File: src/rtl/f_pc_predict.sv
// Fetch-stage PC register with a direct-mapped BTB (2-bit counters) that predicts the next PC
// and is trained/redirected by control-flow outcomes resolved in D.
module f_pc_predict #(
  parameter int          ENTRIES  = 16,
  parameter logic [31:0] RESET_PC = 32'h0000_3000,
  parameter int          IDX_W    = $clog2(ENTRIES)
) (
  input  logic        clk,
  input  logic        reset,
  input  logic        stall,
  output logic [31:0] PC_F,
  output logic        pred_taken_F,
  output logic [31:0] pred_target_F,
  input  logic        upd_valid,
  input  logic [31:0] upd_pc,
  input  logic        upd_taken,
  input  logic [31:0] upd_target,
  input  logic [31:0] upd_fallthrough,
  input  logic        upd_pred_taken,
  input  logic [31:0] upd_pred_target,
  output logic        mispredict
);

  localparam int TAG_W = 30 - IDX_W;

  logic [ENTRIES-1:0] valid;
  logic [TAG_W-1:0]   tag    [ENTRIES];
  logic [31:0]        target [ENTRIES];
  logic [1:0]         ctr    [ENTRIES];

  logic [IDX_W-1:0] f_idx;
  logic [IDX_W-1:0] u_idx;
  logic [TAG_W-1:0] f_tag;
  logic [TAG_W-1:0] u_tag;
  logic             f_hit;
  logic             u_hit;
  logic [31:0]      pc_plus4;
  logic [31:0]      redirect_pc;

  assign f_idx = PC_F[IDX_W+1:2];
  assign f_tag = PC_F[31:IDX_W+2];
  assign u_idx = upd_pc[IDX_W+1:2];
  assign u_tag = upd_pc[31:IDX_W+2];

  // Reads see the table as it was before this edge's write
  assign f_hit = valid[f_idx] && (tag[f_idx] == f_tag);
  assign u_hit = valid[u_idx] && (tag[u_idx] == u_tag);

  assign pc_plus4      = PC_F + 32'd4;
  assign pred_taken_F  = f_hit && ctr[f_idx][1];
  assign pred_target_F = pred_taken_F ? target[f_idx] : pc_plus4;

  assign mispredict  = upd_valid &&
                       ((upd_taken != upd_pred_taken) ||
                        (upd_taken && (upd_target != upd_pred_target)));
  assign redirect_pc = upd_taken ? upd_target : upd_fallthrough;

  always_ff @(posedge clk) begin
    if (reset) begin
      PC_F <= RESET_PC;
    end else if (mispredict) begin
      PC_F <= redirect_pc;
    end else if (!stall) begin
      PC_F <= pred_target_F;
    end
  end

  always_ff @(posedge clk) begin
    if (reset) begin
      for (int i = 0; i < ENTRIES; i++) begin
        valid[i] <= 1'b0;
        ctr[i]   <= 2'b01;
      end
    end else if (upd_valid) begin
      if (u_hit) begin
        if (upd_taken) begin
          target[u_idx] <= upd_target;
          if (ctr[u_idx] != 2'b11) ctr[u_idx] <= ctr[u_idx] + 2'd1;
        end else if (ctr[u_idx] != 2'b00) begin
          ctr[u_idx] <= ctr[u_idx] - 2'd1;
        end
      end else if (upd_taken) begin
        // Allocation evicts whatever aliased into this slot
        valid[u_idx]  <= 1'b1;
        tag[u_idx]    <= u_tag;
        target[u_idx] <= upd_target;
        ctr[u_idx]    <= 2'b10;
      end
    end
  end

endmodule
File: config.mk
export PLATFORM = sky130hd
export DESIGN_NAME = f_pc_predict
export DESIGN_NICKNAME = d
export VERILOG_FILES = /design/src/rtl/f_pc_predict.sv
export SDC_FILE = /design/constraint.sdc
export NUM_CORES = 1
export LEC_CHECK = 0
export ABC_AREA = 1
export ABC_CLOCK_PERIOD_IN_PS = 5100
export CORE_MARGIN = 2
export CORE_UTILIZATION = 41
export CTS_CLUSTER_DIAMETER = 80
export CTS_CLUSTER_SIZE = 40
export DETAILED_ROUTE_END_ITERATION = 10
export PLACE_DENSITY = 0.57
export SYNTH_ARGS = -nofsm -noshare
export SYNTH_HDL_FRONTEND = slang
export SYNTH_SLANG_ARGS = --single-unit
export TNS_END_PERCENT = 5
File: constraint.sdc
create_clock -name clk -period 5.1 [get_ports clk]
set_input_delay 1.02 -clock clk [delete_from_list [all_inputs] [get_ports clk]]
set_output_delay 1.02 -clock clk [all_outputs]
set_load 0.02 [all_outputs]
==> metrics.txt <==
Die Span Y 350 µm; P&R area growth vs syn 14.2%; Clock Tree Buf Depth 3; post-detailed-route count of antenna-violating nets 0; Post-Place Worst Slack 0.264 ns; largest net degree at the start of global routing between 150 and 200; worst hold endpoint valid[9]; commonest non-fill, non-tap cells in the layout 1642 x nand2_1, 960 x edfxtp_1, 505 x o21ai_0; Yosys reg bits around 1000; cell count after synthesis 5335; Critical Path AT 4.04 ns; full die area 122000 µm²; crit-path max cell delay approximately 0.46 ns; GP Congestion between 0.9 and 1; Worst Min Path Start valid[9]; nets@finish around 5600; Worst EP required ~4.1 ns; cts-stage hold buffer count 0; worst-path cell chain buf_12, clkinv_16, buf_12, o211ai_1, nand3_1, nand3_1, nand2_1, nand2_1, nand2_1, nor2_1, nand3b_1, nor2_4, nand2_2, buf_4, nand2_1, and2_1, dlygate4sd2_1; Final Hold Fails 0; Syn Nets roughly 5500; DP Cell Count 7027; wire length per cell 24.6 µm; met2 WL 77200 µm; Final Cell Area ~56000 µm²; GRT Overall Usage 28.0%; std cell rows 126; CP most frequent cell nand2_1; DRT met1 WL 75000 µm; commonest non-fill, non-tap cell in the layout nand2_1; final wirelength 175000 µm; grt total ovfl 0; Clock Latency Late Sink 0.71 ns; Starting Density 41.4%; clock sinks 1012; Slew HR between 30% and 40%; synthesized area per cell 9.19 µm²; fmax 0.198 GHz; crit share post-route between 90% and 100%; Synth Cell Area 49000 µm²; Min-Delay Path Depth 2; status complete, no violations; Post-DP Area roughly 54000 µm²; hold slack 0.514 ns; worst r2r dst PC_F[31]; detailed router's first-iteration violation count roughly 5200; critical path's slowest cell dfxtp_4; final worst-path setup slack 0.0448 ns; Clock transition at path regs 0.14 ns; top layer in use met5; Avg Vias per Cell 5.58; core area 118000 µm²; CTS Root Buffer Type clkbuf_16; worst reg2reg setup slack 1.83 ns; max_cap viols 0; YS warnings 0; highest net fanout along the worst path 76; PD cells just under 300 nW/µm²; RSZ-0062 raised after global routing yes; number of global-route vias before repair 36500; drt first pass iters 6; number of remaining DRC errors 0; WL met3 17300 µm; IO buf count ~200; Slew Viols, Final 0; worst r2r path cells 17; HPWL after detailed placement 108000 µm; Fin Clk Skew 0.0462 ns; H-tree Lvls 2; startpoint types register; maximum VDD drop 0.214 mV; Vias a little under 40000; Hold Crit Class reg2reg; Crit Path Category reg2out; Num CTS Buffers 45; min Tclk post-route 5.06 ns; Layout Cells excl Fill 7119; TritonCTS clock tree built; leak pwr 21.4 nW; width of the die 350 µm; antenna violations before repair 7; layout cells sized above 1 between 7 and 8%; Slew @ Worst Pin 0.955 ns; final number of setup-violating endpoints 0; post-synthesis sequential area ratio between 60% and 70%; CP endpoint kind output port; first-pass GRT wire length roughly 250000 µm; Ports 200; Distinct cells, synth 45
-- state kept, by name, summed over array words and instances (netlist names), named ones only --
name,cells
target,512
tag,416
PC_F,32
ctr,32
valid,16
-- critical path: cells and delay by family (launching register included) --
kind,cells,cell delay [ns]
buffers and inverters,5,1.15
AND/OR/NAND/NOR,11,1.45
AO/OA/AOI/OAI,1,0.16
flip-flops,1,0.46
-- metrics by stage --
stage                     power [mW]  TNS (ns)  util [%]
after floorplan                 10.7    -17.29         -
after global placement          11.8         0      45.7
after detailed placement        11.9         0      45.7
after CTS                       16.6         0      47.3
after global routing            17.2    -0.598      47.3
final                           16.6         0      47.3
-- logic make-up (layout without fill, tap and decap cells) --
group	after synthesis	after routing	synth area share, %
DFF	1012	1012	60.9
buffers and inverters	784	966	6.41
and+or+nand+nor	2658	2658	22.1
other	0	2	0
xor gates and xnor gates	39	39	0.697
adders and majority gates	1	1	0.0255
AOI/OAI and AO/OA	841	841	9.91
-- metal layers --
metal	vias to the layer above	global-route usage, %
met5	-	0
met4	10	8.81
met3	269	5.19
met2	1936	42.8
met1	19300	40.4
li1	18300	-
-- layout make-up --
type                            count  area (µm²)
Fill cell                       11100       62400
Sequential cell                  1012       29900
Multi-Input combinational cell   3539       16300
Timing Repair Buffer              412        4270
Tap cell                         1600        2000
Inverter                          471        1810
Clock buffer                       49        1180
Clock inverter                     34         512
Antenna cell                        2        5.00
-- Yosys cell counts (all sizes together) --
cell type | instances | area, µm²
o21ai | 537 | 2690
and2 | 24 | 150
a22oi | 16 | 120
nand2 | 1651 | 6220
o31ai | 1 | 7.51
o21bai | 5 | 37.5
buf | 153 | 773
dfxtp | 52 | 1040
nand3 | 400 | 2010
nor2 | 506 | 1950
clkinv | 2 | 7.51
a221oi | 2 | 17.5
xor2 | 37 | 324
nor4 | 6 | 37.5
a21oi | 64 | 320
nor3 | 21 | 105
or2 | 3 | 18.8
edfxtp | 960 | 28800
o221ai | 92 | 806
nand4 | 20 | 125
clkbuf | 160 | 601
nand3b | 26 | 195
o211ai | 61 | 458
xnor2 | 2 | 17.5
o2111ai | 1 | 8.76
o22ai | 55 | 344
ha | 1 | 12.5
a22o | 2 | 17.5
o21a | 1 | 7.51
a211oi | 2 | 15.0
a31oi | 2 | 12.5
inv | 469 | 1760
and3 | 1 | 6.26
-- power by group --
part           internal (mW)  switching, mW
clock                   1.88           3.02
combinational          0.769           1.76
sequential              9.15         0.0615
-- how the worst max path moves through the flow --
| stage | start | end | slack, ns |
|---|---|---|---|
| final | register | pred_target_F[7] | 0.04 |
| after global routing | register | pred_target_F[23] | -0.10 |
| after CTS | register | pred_target_F[13] | 0.007 |
| after detailed placement | upd_pc[5] | ctr[10][1] | 0.26 |
| after global placement | upd_pc[4] | tag[1][3] | 0.31 |
| after floorplan | upd_pc[2] | tag[6][0] | -0.33 |
-- what timing repair did --
item,4_1_cts,5_1_grt
setup buffers,4,2
resized for setup,44,49
setup endpoints to repair,32,32
cloned,1,0
No activity file was read; power rests on OpenSTA's default activity.
